===== src/rtl/med_frame.sv =====
// med_frame: self-sequenced streaming median over frames of P unsigned samples,
// using a compare-exchange shift network that extracts one maximum per pass.
module med_frame #(
  parameter int W = 8,
  parameter int P = 9
) (
  input  logic         CLK,
  input  logic         nRST,
  input  logic [W-1:0] DI,
  input  logic         DSI,
  output logic         RDY,
  output logic [W-1:0] DO,
  output logic         DSO,
  output logic         OVF
);
  localparam int LAT = P * (P + 1) / 2;
  localparam int CW = $clog2(LAT);
  localparam int PW = $clog2(P);
  typedef enum logic [1:0] {LOAD, SORT, DONE} state_t;
  state_t state_q, state_d;
  logic [CW-1:0] cnt_q, cnt_d;
  logic [PW-1:0] ph_q, ph_d;
  logic [W-1:0] rf_q [P];
  logic [W-1:0] rf_d [P];
  logic [W-1:0] max_q, max_d, do_q, do_d, hi, lo;
  logic rdy_q, dso_q, ovf_q;
  logic take, fin;
  assign RDY = rdy_q;
  assign DO = do_q;
  assign DSO = dso_q;
  assign OVF = ovf_q;
  assign take = DSI && rdy_q;
  assign fin = cnt_q == CW'(LAT - 2);
  assign hi = max_q > rf_q[0] ? max_q : rf_q[0];
  assign lo = max_q > rf_q[0] ? rf_q[0] : max_q;
  // Each pass: one bypass cycle reloads the running max, then P-1 compares
  // keep the max and push the min to the tail; extracted maxima are replaced by 0.
  always_comb begin
    state_d = state_q;
    cnt_d = cnt_q;
    ph_d = ph_q;
    rf_d = rf_q;
    max_d = max_q;
    do_d = do_q;
    case (state_q)
      LOAD: if (take) begin
        if (cnt_q == CW'(P - 1)) begin
          state_d = SORT;
          cnt_d = '0;
          ph_d = PW'(1);
          max_d = rf_q[1];
          for (int i = 0; i < P - 2; i++) rf_d[i] = rf_q[i + 2];
          rf_d[P-2] = DI;
          rf_d[P-1] = '0;
        end else begin
          cnt_d = cnt_q + CW'(1);
          for (int i = 0; i < P - 1; i++) rf_d[i] = rf_q[i + 1];
          rf_d[P-1] = DI;
        end
      end
      SORT: if (fin) begin
        state_d = DONE;
        cnt_d = '0;
        do_d = hi;
      end else begin
        cnt_d = cnt_q + CW'(1);
        ph_d = ph_q == PW'(P - 1) ? '0 : ph_q + PW'(1);
        max_d = ph_q == '0 ? rf_q[0] : hi;
        for (int i = 0; i < P - 1; i++) rf_d[i] = rf_q[i + 1];
        rf_d[P-1] = ph_q == '0 ? '0 : lo;
      end
      DONE: begin
        state_d = LOAD;
        if (DSI) begin
          cnt_d = CW'(1);
          for (int i = 0; i < P - 1; i++) rf_d[i] = rf_q[i + 1];
          rf_d[P-1] = DI;
        end
      end
      default: state_d = LOAD;
    endcase
  end
  always_ff @(posedge CLK or negedge nRST) begin
    if (!nRST) begin
      state_q <= LOAD;
      cnt_q <= '0;
      ph_q <= '0;
      max_q <= '0;
      do_q <= '0;
      rdy_q <= 1'b1;
      dso_q <= 1'b0;
      ovf_q <= 1'b0;
      for (int i = 0; i < P; i++) rf_q[i] <= '0;
    end else begin
      state_q <= state_d;
      cnt_q <= cnt_d;
      ph_q <= ph_d;
      max_q <= max_d;
      do_q <= do_d;
      rf_q <= rf_d;
      rdy_q <= state_d != SORT;
      dso_q <= state_d == DONE;
      ovf_q <= ovf_q | (DSI & ~rdy_q);
    end
  end
endmodule


===== config.mk =====
export PLATFORM = sky130hd
export DESIGN_NAME = med_frame
export DESIGN_NICKNAME = d
export VERILOG_FILES = /design/src/rtl/med_frame.sv
export SDC_FILE = /design/constraint.sdc
export NUM_CORES = 1
export LEC_CHECK = 0
export ABC_AREA = 0
export BUFFER_PORTS_ARGS = -buffer_cell sky130_fd_sc_hd__buf_2
export CORE_UTILIZATION = 65
export CTS_CLUSTER_DIAMETER = 60
export CTS_CLUSTER_SIZE = 24
export DETAILED_ROUTE_END_ITERATION = 16
export GPL_TIMING_DRIVEN = 0
export PLACE_DENSITY = 0.89
export SLEW_MARGIN = 0
export SYNTH_ARGS = -nofsm -noshare
export SYNTH_HDL_FRONTEND = slang
export SYNTH_SLANG_ARGS = --single-unit

===== constraint.sdc =====
create_clock -name CLK -period 5.97 [get_ports CLK]
set_input_delay 1.4925 -clock CLK [delete_from_list [all_inputs] [get_ports CLK]]
set_output_delay 1.4925 -clock CLK [all_outputs]
set_load 0.02 [all_outputs]

Word-level counts from Yosys, hierarchy flattened
Index checks and enable logic that the tools add are counted.
{ "totals": {"reg_bits": 103, "input_bits": 11, "out_inout_bits": 11, "wordCells": 70} }
{ "op_classes": {"n_addsub": 2, "magnitude_cmp": 1, "n_eq_ne": 11, "n_mux": 27, "bitwise": 3, "reduce_logical": 9} }
{ "op_table": {"columns": ["operator", "n"], "rows": [
  ["72-bit 2-to-1 mux", 4],
  ["72-bit one-hot mux with 3 select lines", 1],
  ["8-bit 2-to-1 mux", 7],
  ["6-bit 2-to-1 mux", 4],
  ["6-bit one-hot mux with 3 select lines", 1],
  ["4-bit 2-to-1 mux", 4],
  ["8-bit one-hot mux with 2 select lines", 1],
  ["8-bit > comparator", 1],
  ["2-bit inequality test, second input constant", 4],
  ["4-bit one-hot mux with 2 select lines", 1],
  ["4-bit AND reduction", 2],
  ["6-bit by 1-bit adder with 6-bit output, second input constant", 1],
  ["6-bit by 4-bit equality test with 1-bit output, second input constant", 1],
  ["6-bit equality test, second input constant", 1],
  ["2-bit 2-to-1 mux", 3],
  ["4-bit by 1-bit adder with 4-bit output, second input constant", 1],
  ["2-bit equality test, second input constant", 2],
  ["4-bit equality test, second input constant", 1],
  ["4-bit logical NOT", 1],
  ["2-bit one-hot mux with 2 select lines", 1],
  ["3-bit AND reduction", 1],
  ["3-bit nonzero test", 1],
  ["2-bit by 1-bit equality test with 1-bit output, second input constant", 1],
  ["2-bit logical NOT", 1],
  ["7 further kinds", 7]
]} }

Logic depth before layout (Yosys ltp)
Gate-level depths: netlist of the first run.
{ "depth": {"depth_word": 5, "ltp_mapped": 10, "ltp_nobuf": 7} }

Worst setup path before layout of the first run
No wires, ideal clock.
{ "synth_path": {"path_type": "input port to flip-flop", "startpoint": "in DSI", "endpoint": "reg cnt_q[5]", "setup_time_ns": 0.121, "t_arrival_ns": 2.639, "required_ns": 5.849, "setup_slack_ns": 3.210, "cell_stages": 5, "n_path_buf": 2, "path_cell_list": "a31oi_1 clkbuf_1 buf_1 nor3_1 a22o_1"} }
{ "synth_via": {"elab_chain_cells": 3, "word_cells_on_any_way": 4, "cone_classes": "eq/ne: 2; reduce/logical: 2"} }
{ "synth_rtl": {"columns": ["element", "line_no", "source"], "rows": [
  ["start, declared", "10", "input logic DSI,"],
  ["1-bit logical AND", "32", "assign take = DSI && rdy_q;"],
  ["2-bit inequality test (no source line)", null, null],
  ["3-bit AND reduction (no source line) (*)", null, null],
  ["end signal, assigned", "96", "cnt_q <= cnt_d;"],
  ["end, declared", "21", "logic [CW-1:0] cnt_q, cnt_d;"]
]} }
Mark *: on every way between the ends. The rest lies on a longest branch, timed or not.
A chain may end at the register's enable or synchronous reset.

Worst setup path in the final report of the first run
Same ends and word-level chain as after synthesis.

==> impl_metrics.csv, run 1 <==
group,metric,value,unit
routing,drtIter0Drc,556,
min_path,hold_path_end,"OVF",
sta,setup_viol,0,
final_layout,layout.cells.most_common,"dfrtp_1",
sta,tightest_slew,0.866,ns
synth,syn_avg_cell_area,9.66,um2
critical_path,critPathKind,"in -> reg",
routing,wl,14000,um
place,port_buffers,21,
critical_path,critPathMaxStageDelay,0.45,ns
sta,period_share,0.482,
clocking,numCtsBuffers,9,
floorplan,ios,22,
place,routabilityCongestion,0.928,
pwr,vdd_drop_max,0.228,mV
min_path,min_path_type,"reg -> reg",
critical_path,end_kind,"register",
final_layout,instances_no_fill,733,
sta,final-max-slew-violation-count,0,
critical_path,start_kind,"input pin",
synth,synth_warnings,0,
routing,routedWlPerCell,19.2,um
clocking,clk_pin_slew_worst_paths,0.10,ns
critical_path,reg2reg_setup_slack,3.27,ns
final_layout,syn_to_final_growth,8.04,%
critical_path,worst_ep_arrival_time,3.15,ns
floorplan,fp.dieW,95.6,um
place,place_inst,717,
synth,synthFlopType,"dfrtp_1",
place,hpwlAfterDp,10300,um
clocking,cts_root_buf,"clkbuf_8",
global_routing,overflow,0,
pwr,p_leak,2.48,nW
synth,syn_nets,617,
floorplan,die_height,95.6,um
sta,max_slew_margin,0.422,
final_layout,nets,650,
global_routing,grt_start_max_net_pins,65,
pwr,power_density,451,mW/mm2
critical_path,r2r_cells,7,
sta,rsz0062_at_grt,"no",
clocking,cts_tree,"built",
global_routing,first_global_vias,4623,
synth,syn_area,0.00570,mm2
synth,syn_inst,590,
synth,ys_seq_area_frac,0.452,
pwr,totalPowerFinal,2.78,mW
clocking,hold_buffers,0,
sta,hold_violations,0,
floorplan,start_util,0.683,
sta,fin_crit,2.88,ns
clocking,clock_sinks,103,
clocking,clockBufferDepth,2,
clocking,cts_resized,0,
critical_path,cp_max_fo,10,
synth,ys_types,52,
final_layout,layout_common_cells,"dfrtp_1 (102), nand2_1 (75), mux2i_1 (65), o21ai_0 (41), buf_2 (34)",
sta,setup_slack,3.09,ns
place,place_ws,2.73,ns
synth,synth_seq_cells,103,
floorplan,fp.coreArea,0.00834,mm2
final_layout,antenna_cells,0,
clocking,clk_latency,0.38,ns
sta,skew,0.00905,ns
critical_path,crit_required,6.24,ns
routing,drtPass1Iterations,5,
routing,viasPerCell,6.53,
floorplan,fp-row-count,33,
floorplan,dieArea,0.00915,mm2
critical_path,worstPathCellList,"buf_2 > a31oi_1 > clkbuf_1 > buf_1 > nor3_1 > a22o_1",
final_layout,drive_gt1_frac,0.126,
routing,antenna_left,0,
job,maxCapViolCount,0,
global_routing,grt_usage,0.336,
sta,fmax,347,MHz
clocking,cts_setup_buffers,0,
synth,async_flop_share,1.00,
min_path,holdCritStartpoint,"OVF",
critical_path,cpMaxStageDelayCell,"clkbuf_1",
critical_path,timing.rr.start,"rf_q[67]",
run_status,status,"completed",
min_path,min_path_cells,1,
routing,vias,4788,
global_routing,grt_pass1_wl,22900,um
routing,post-route-drc-count,0,
global_routing,antenna_found_initial,0,
synth,synth_edf_count,0,
critical_path,r2r-end,"max_q[1]",
clocking,h-tree-depth,3,
sta,fin_tns_setup,0,ns
critical_path,crit_start,"DSI",
==> worst max-delay path by stage <==
| stage | endpoint | slack (ns) | cells after the start |
|---|---|---|---|
| after floorplan | cnt_q[5] | 3.21 | 5 |
| after global placement | rf_q[36] | 2.34 | 1 |
| after detailed placement | cnt_q[5] | 2.73 | 6 |
| after CTS | cnt_q[5] | 3.12 | 6 |
| after global routing | cnt_q[5] | 2.98 | 6 |
| final | cnt_q[5] | 3.09 | 6 |
==> sequential cells by signal, indices dropped and copies added, names as in the netlist <==
signal / flops
rf_q: 72
max_q: 8
DSO: 1
ph_q: 4
OVF: 1
RDY: 1
DO: 8
cnt_q: 6
state_q: 2
==> per-stage QoR <==
| stage | hold slack (ns) | util | cell area [um2] |
|---|---|---|---|
| after floorplan | 0.468 | - | 5700 |
| after global placement | 0.433 | 0.712 | 5940 |
| after global routing | 0.498 | 0.738 | 6160 |
| after CTS | 0.468 | 0.738 | 6160 |
| after detailed placement | 0.444 | 0.715 | 5970 |
| final | 0.469 | 0.738 | 6160 |
==> synth_stat cells (2+ instances only) <==
library cell  count  area [um2]
a211o_1           9        78.8
nor3_1           11        55.1
dfrtp_1         102        2550
o32ai_1           8        70.1
nand2_1          75         282
nand2b_1          4        25.0
nand3_1          21         105
mux2i_1          65         651
o22ai_1          15        93.8
nand4_1          10        62.6
a2111oi_0         8        70.1
ha_1             16         200
nor3_4            2        32.5
o21ai_2           2        17.5
clkbuf_1         13        48.8
nor2b_1           2        12.5
a21o_1           14         105
a211oi_1          2        15.0
o221ai_1          8        70.1
nor2_1           18        67.6
buf_6             6        67.6
inv_1            21        78.8
buf_4             8        60.1
nor3b_1           2        15.0
a31oi_1          16         100
buf_2            14        70.1
a22o_1            4        35.0
o21ai_1          25         125
a21oi_1          26         130
o21ai_0          41         205
==> where the power goes <==
group          internal [mW]  switching [mW]  total, mW
Sequential             0.956           0.278       1.23
Clock                  0.170           0.259      0.428
Combinational          0.392           0.721       1.11
Total                   1.52            1.26       2.78
==> area by class of cell <==
cell class | instances | area [um2]
inverters | 22 | 82.6
plain buffers | 42 | 250
clock inverters | 6 | 53.8
well taps | 105 | 131
fillers | 583 | 2180
clock buffers | 10 | 138
flip-flops and latches | 103 | 2580
multi-input cells | 423 | 2790
repair buffers | 22 | 135
==> per-layer routing <==
layer / vias to the layer above / routed length (um) / track usage / share of wire
li1: 2230 / - / - / -
met1: 2299 / 5860 / 0.452 / 0.42
met2: 208 / 6530 / 0.518 / 0.46
met3: 51 / 1110 / 0.0566 / 0.079
met4: 0 / 537 / 0.184 / 0.038
met5: - / 0 / 0 / 0
==> logic make-up (layout without fill, tap and decap cells) <==
logic type | count (synthesis) | in the layout | synth area share
flip-flops | 103 | 103 | 0.452
buffers and inverters | 64 | 102 | 0.0584
adder cells (fa/ha/maj) | 16 | 16 | 0.0351
multiplexers | 65 | 65 | 0.114
AO/OA/AOI/OAI | 183 | 183 | 0.205
AND/OR/NAND/NOR | 159 | 159 | 0.134
==> worst max-delay path: cells and delay by family <==
kind,cells,cell delay [ns]
simple gates,1,0.10
buf+inv,3,0.96
compound gates,2,0.60
(Power assumes the default switching activity.)
==> run 2: changes to the inputs <==
--- a/config.mk
+++ b/config.mk
@@ -5,14 +5,14 @@
 export SDC_FILE = /design/constraint.sdc
 export NUM_CORES = 1
 export LEC_CHECK = 0
-export ABC_AREA = 0
+export ABC_AREA = 1
 export BUFFER_PORTS_ARGS = -buffer_cell sky130_fd_sc_hd__buf_2
-export CORE_UTILIZATION = 65
+export CORE_UTILIZATION = 62
 export CTS_CLUSTER_DIAMETER = 60
 export CTS_CLUSTER_SIZE = 24
 export DETAILED_ROUTE_END_ITERATION = 16
 export GPL_TIMING_DRIVEN = 0
-export PLACE_DENSITY = 0.89
+export PLACE_DENSITY = 0.86
 export SLEW_MARGIN = 0
 export SYNTH_ARGS = -nofsm -noshare
 export SYNTH_HDL_FRONTEND = slang
==> constraint.sdc (replaced) <==
create_clock -name CLK -period 2.9 [get_ports CLK]
set_input_delay 0.725 -clock CLK [delete_from_list [all_inputs] [get_ports CLK]]
set_output_delay 0.725 -clock CLK [all_outputs]
set_load 0.02 [all_outputs]
==> impl_metrics.csv, run 2 <==
group,metric,value,unit
final_layout,utilization,0.684,
synth,synthFlopType,"dfrtp_1",
final_layout,largest_reg_flops,72,
pwr,p_leak,3.13,nW
synth,ys_types,33,
sta,hold_violations,0,
global_routing,grt_pass1_wl,24300,um
floorplan,ios,22,
global_routing,grt_start_max_net_pins,67,
routing,vias,5272,
run_status,status,"completed",
clocking,clk_pin_slew_worst_paths,0.10,ns
clocking,cts_root_buf,"clkbuf_8",
sta,holdWs,0.307,ns
critical_path,cp_max_fo,10,
final_layout,instances_no_fill,937,
floorplan,fp-row-count,35,
global_routing,first_global_vias,5087,
final_layout,drive_gt1_frac,0.0908,
sta,period_share,0.845,
routing,wl,14400,um
clocking,clockBufferDepth,2,
final_layout,antenna_cells,0,
clocking,cts_resized,0,
floorplan,fp.coreArea,0.00920,mm2
final_layout,layout_common_cells,"nand2_1 (174), inv_1 (159), dfrtp_1 (102), o21ai_0 (64), o22ai_1 (56)",
routing,drtIter0Drc,334,
sta,setup_viol,0,
pwr,power_density,1030,mW/mm2
routing,post-route-drc-count,0,
critical_path,worst_ep_arrival_time,2.73,ns
clocking,numCtsBuffers,9,
sta,setup_slack,0.449,ns
sta,rsz0062_at_grt,"no",
critical_path,crit_required,3.17,ns
place,hpwlAfterDp,10700,um
place,place_inst,921,
routing,viasPerCell,5.63,
synth,syn_nets,815,
min_path,min_path_type,"in -> async",
place,routabilityCongestion,0.964,
synth,yosysTopAreaCell,"dfrtp_1",
synth,synth_top_area_frac,0.437,
clocking,clk_latency,0.38,ns
clocking,cts_setup_buffers,0,
place,place_ws,0.485,ns
final_layout,syn_to_final_growth,7.73,%
place,port_buffers,21,
critical_path,critPathKind,"reg -> reg",
floorplan,start_util,0.635,
global_routing,grt_usage,0.318,
synth,yosysMostFrequentCell,"nand2_1",
synth,synth_seq_cells,103,
critical_path,end_kind,"register",
sta,fin_tns_setup,0,ns
routing,drtPass1Iterations,5,
routing,routedWlPerCell,15.4,um
final_layout,layout.cells.most_common,"nand2_1",
job,maxCapViolCount,0,
synth,synth_area_leaders,"dfrtp_1 (44%), nand2_1 (11%), inv_1 (10%)",
clocking,hold_buffers,0,
routing,antenna_left,0,
sta,skew,0.0144,ns
sta,final-max-slew-violation-count,0,
pwr,vdd_drop_max,0.602,mV
synth,syn_area,0.00584,mm2
synth,ys_seq_area_frac,0.442,
synth,syn_inst,788,
critical_path,start_kind,"register",
floorplan,dieArea,0.00981,mm2
sta,fin_crit,2.45,ns
synth,syn_avg_cell_area,7.41,um2
final_layout,nets,848,
synth,synth_warnings,0,
clocking,h-tree-depth,3,
synth,async_flop_share,1.00,
global_routing,overflow,0,
synth,synth_edf_count,0,
clocking,cts_tree,"built",
sta,tightest_slew,0.592,ns
floorplan,die_height,99.1,um
sta,max_slew_margin,0.605,
floorplan,fp.dieW,99.1,um
sta,fmax,408,MHz
synth,synth_common_cells,"nand2_1 (174), inv_1 (159), dfrtp_1 (102)",
global_routing,antenna_found_initial,0,
final_layout,top_register,"rf_q",
clocking,clock_sinks,103,
[run 2: cell types whose count changed after synthesis, sizes merged, moves of 21 or more]
cell	delta
a21oi	+21
inv	+142
mux2i	-65
nand2	+99
nand3	+33
o22ai	+42
[run 2: cells by family (layout without fill, tap and decap cells)]
logic type | after synthesis | count (layout) | share of synthesized area
AO/OA/AOI/OAI | 189 | 189 | 0.179
adder cells (fa/ha/maj) | 16 | 16 | 0.0343
flip-flops | 103 | 103 | 0.442
AND/OR/NAND/NOR | 274 | 274 | 0.204
buffers and inverters | 206 | 244 | 0.142
[run 2: layout make-up]
| class | count | area [um2] |
|---|---|---|
| timing repair buffer | 22 | 135 |
| buffer | 40 | 204 |
| tap | 111 | 139 |
| clock buffer | 10 | 128 |
| fill | 796 | 2900 |
| multi-input combinational | 479 | 2430 |
| clock inverter | 6 | 50.0 |
| inverter | 166 | 624 |
| sequential | 103 | 2580 |
[run 2: worst paths after layout]
path                               start       end  slack [ns]  cells after the start
min in group CLK                     OVF       OVF        0.49                      1
max in group asynchronous           nRST  rf_q[54]        1.89                      2
worst max-delay path            rf_q[71]   rf_q[5]        0.45                     12
worst max register to register  rf_q[71]   rf_q[5]        0.45                     12
worst min-delay path                nRST  cnt_q[0]        0.31                      1
worst min register to register       OVF       OVF        0.49                      1
[run 2: report_power, final]
group	total (mW)	switching, mW	leakage (nW)	internal, mW
registers	2.37	0.396	1.34	1.97
clock network	0.846	0.523	0.0839	0.323
logic	3.27	2.15	1.71	1.11
total	6.48	3.07	3.13	3.41
[run 2: per-stage QoR]
stage | power (mW) | area (um2)
floorplan | 4.70 | 5840
global placement | 5.44 | 6080
detailed placement | 5.59 | 6110
CTS | 6.45 | 6290
global route | 7.03 | 6290
finish | 6.48 | 6290
[run 2: metal layers]
metal / vias to the layer above / routed length, um / GRT usage
li1: 2589 / - / -
met4: 0 / 423 / 0.131
met5: - / 0 / 0
met3: 32 / 787 / 0.0652
met2: 177 / 6870 / 0.522
met1: 2474 / 6330 / 0.416
[run 2: worst max-delay path: stages (launching register included)]
cell and delay, ns:
dfrtp_1 0.41, inv_1 0.12, ha_1 0.32, nand2_1 0.08, nor2_1 0.17, nand2_1 0.08
nand2_1 0.20, clkbuf_1 0.43, nand3_1 0.14, nand3_1 0.18, nand2_1 0.07, nand2_1 0.08
nand2_1 0.07
==> run 3: changes to the inputs <==
==> constraint.sdc (replaced) <==
create_clock -name CLK -period 2.3 [get_ports CLK]
set_input_delay 0.575 -clock CLK [delete_from_list [all_inputs] [get_ports CLK]]
set_output_delay 0.575 -clock CLK [all_outputs]
set_load 0.02 [all_outputs]
==> impl_metrics.csv, run 3 (synthesis results as in run 2) <==
group,metric,value,unit
final_layout,drive_gt1_frac,0.103,
critical_path,cpMostUsedCell,"nand2_1",
clocking,cts_tree,"built",
final_layout,top_register,"rf_q",
routing,wl,14600,um
sta,skew,0.0113,ns
routing,vias,5360,
floorplan,dieArea,0.00981,mm2
sta,fmax,458,MHz
global_routing,antenna_found_initial,0,
pwr,power.internal,4.34,mW
global_routing,grt_start_max_net_pins,67,
sta,setup_viol,0,
floorplan,fp-row-count,35,
clocking,clockBufferDepth,2,
clocking,h-tree-depth,3,
pwr,power_density,1310,mW/mm2
pwr,seqPwrFrac,0.361,
critical_path,crit_required,2.62,ns
critical_path,critPathKind,"reg -> reg",
routing,drtPass1Iterations,5,
final_layout,largest_reg_flops,72,
pwr,totalPowerFinal,8.27,mW
routing,antenna_left,0,
min_path,min_path_type,"in -> async",
pwr,p_sw,3.93,mW
floorplan,ios,22,
floorplan,die_height,99.1,um
final_layout,syn_to_final_growth,8.46,%
global_routing,grt_usage,0.320,
sta,rsz0062_at_grt,"no",
pwr,clkPwrFrac,0.129,
critical_path,end_kind,"register",
pwr,swShare,0.475,
floorplan,fp.dieW,99.1,um
final_layout,utilization,0.689,
place,port_buffers,21,
sta,max_slew_margin,0.657,
critical_path,start_kind,"register",
routing,post-route-drc-count,0,
sta,holdWs,0.155,ns
clocking,clk_pin_slew_worst_paths,0.10,ns
floorplan,fp.coreArea,0.00920,mm2
final_layout,nets,848,
final_layout,antenna_cells,0,
sta,period_share,0.950,
global_routing,overflow,0,
routing,routedWlPerCell,15.6,um
global_routing,met3_usage,0.0660,
sta,tightest_slew,0.513,ns
place,hpwlAfterDp,10700,um
critical_path,worst_ep_arrival_time,2.50,ns
critical_path,worstPathCellList,"inv_1 > ha_1 > nand2_1 > nor2_2 > nand4_4 > clkbuf_2 > nand3_1 > nand3_1 > nand2_1 > nand2_1 > nand2_1",
critical_path,cp_max_fo,10,
clocking,clk_latency,0.38,ns
routing,drtIter0Drc,326,
final_layout,fillers,787,
sta,fin_crit,2.19,ns
floorplan,start_util,0.635,
pwr,p_comb_frac,0.509,
run_status,status,"completed",
sta,hold_violations,0,
global_routing,first_global_vias,5127,
global_routing,grt_pass1_wl,24400,um
global_routing,busiest_layer,"met2",
global_routing,grt_use_met1,0.419,
critical_path,cpMaxStageDelayCell,"dfrtp_1",
sta,final-max-slew-violation-count,0,
routing,viasPerCell,5.72,
pwr,vdd_drop_max,0.753,mV
critical_path,critPathMaxStageDelay,0.41,ns
clocking,cts_root_buf,"clkbuf_8",
job,maxCapViolCount,0,
final_layout,layout.cells.most_common,"nand2_1",
place,routabilityCongestion,0.964,
final_layout,layout_common_cells,"nand2_1 (172), inv_1 (159), dfrtp_1 (102), o21ai_0 (64), o22ai_1 (56)",
clocking,numCtsBuffers,9,
clocking,clock_sinks,103,
pwr,p_leak,3.16,nW
global_routing,grt_use_met2,0.521,
[run 3: changes by cell type in the layout (fill, tap and decap cells not counted), sizes merged]
cell and change:
buf +1, clkbuf -1
[run 3: area by class of cell]
type | instances | area, um2 | area share
sequential | 103 | 2580 | 0.407
clock inverter | 6 | 50.0 | 0.00790
timing repair buffer | 23 | 143 | 0.0225
multi-input combinational | 479 | 2460 | 0.389
inverter | 166 | 624 | 0.0986
clock buffer | 10 | 128 | 0.0201
buffer | 39 | 210 | 0.0332
tap | 111 | 139 | 0.0219
[run 3: path summary, 6_finish.rpt]
kind                          start       end  depth (start not counted)  slack (ns)
setup / recovery           rf_q[71]   rf_q[5]                         11        0.11
hold / removal                 nRST  cnt_q[0]                          1        0.15
min in group CLK                DSI       OVF                          3        0.45
hold reg to reg                 OVF       OVF                          1        0.49
setup reg to reg           rf_q[71]   rf_q[5]                         11        0.11
max in group asynchronous      nRST  rf_q[44]                          2        1.44
[run 3: metrics by stage]
step	worst slack (ns)	instances	instance area (um2)	TNS [ns]
6_report	0.115	937	6330	0
4_1_cts	0.0165	938	6310	0
3_3_place_gp	-0.412	920	6080	-41.22
5_1_grt	0.0213	937	6330	0
3_5_place_dp	-0.0547	921	6110	-0.190
2_1_floorplan	0.444	788	5840	0
[run 3: critical path: cells and delay by family (launching register included)]
family	cells	cell delay, ns
DFF	1	0.41
and+or+nand+nor	8	1.02
adders and majority gates	1	0.32
buffers and inverters	2	0.38
[run 3: per-layer routing]
metal	wire length (um)	up-vias
met5	0	-
li1	-	2592
met3	843	36
met4	476	0
met1	6330	2553
met2	7000	179
[run 3: power groups by stage]
stage                     combinational (mW)  sequential (mW)  clock [mW]
after detailed placement                4.05             3.00           0
final                                   4.21             2.99        1.07
after global routing                    4.75             3.06        1.14
after global placement                  3.90             2.97           0
after floorplan                         2.98             2.95           0
after CTS                               4.10             2.97        1.09
[run 3: what timing repair did]
item,4_1_cts,5_1_grt
pin swaps,1,1
buffers inserted,1,0
hold buffers,0,0
gates resized for setup,4,17
setup endpoints to repair,44,70
gates cloned,0,0
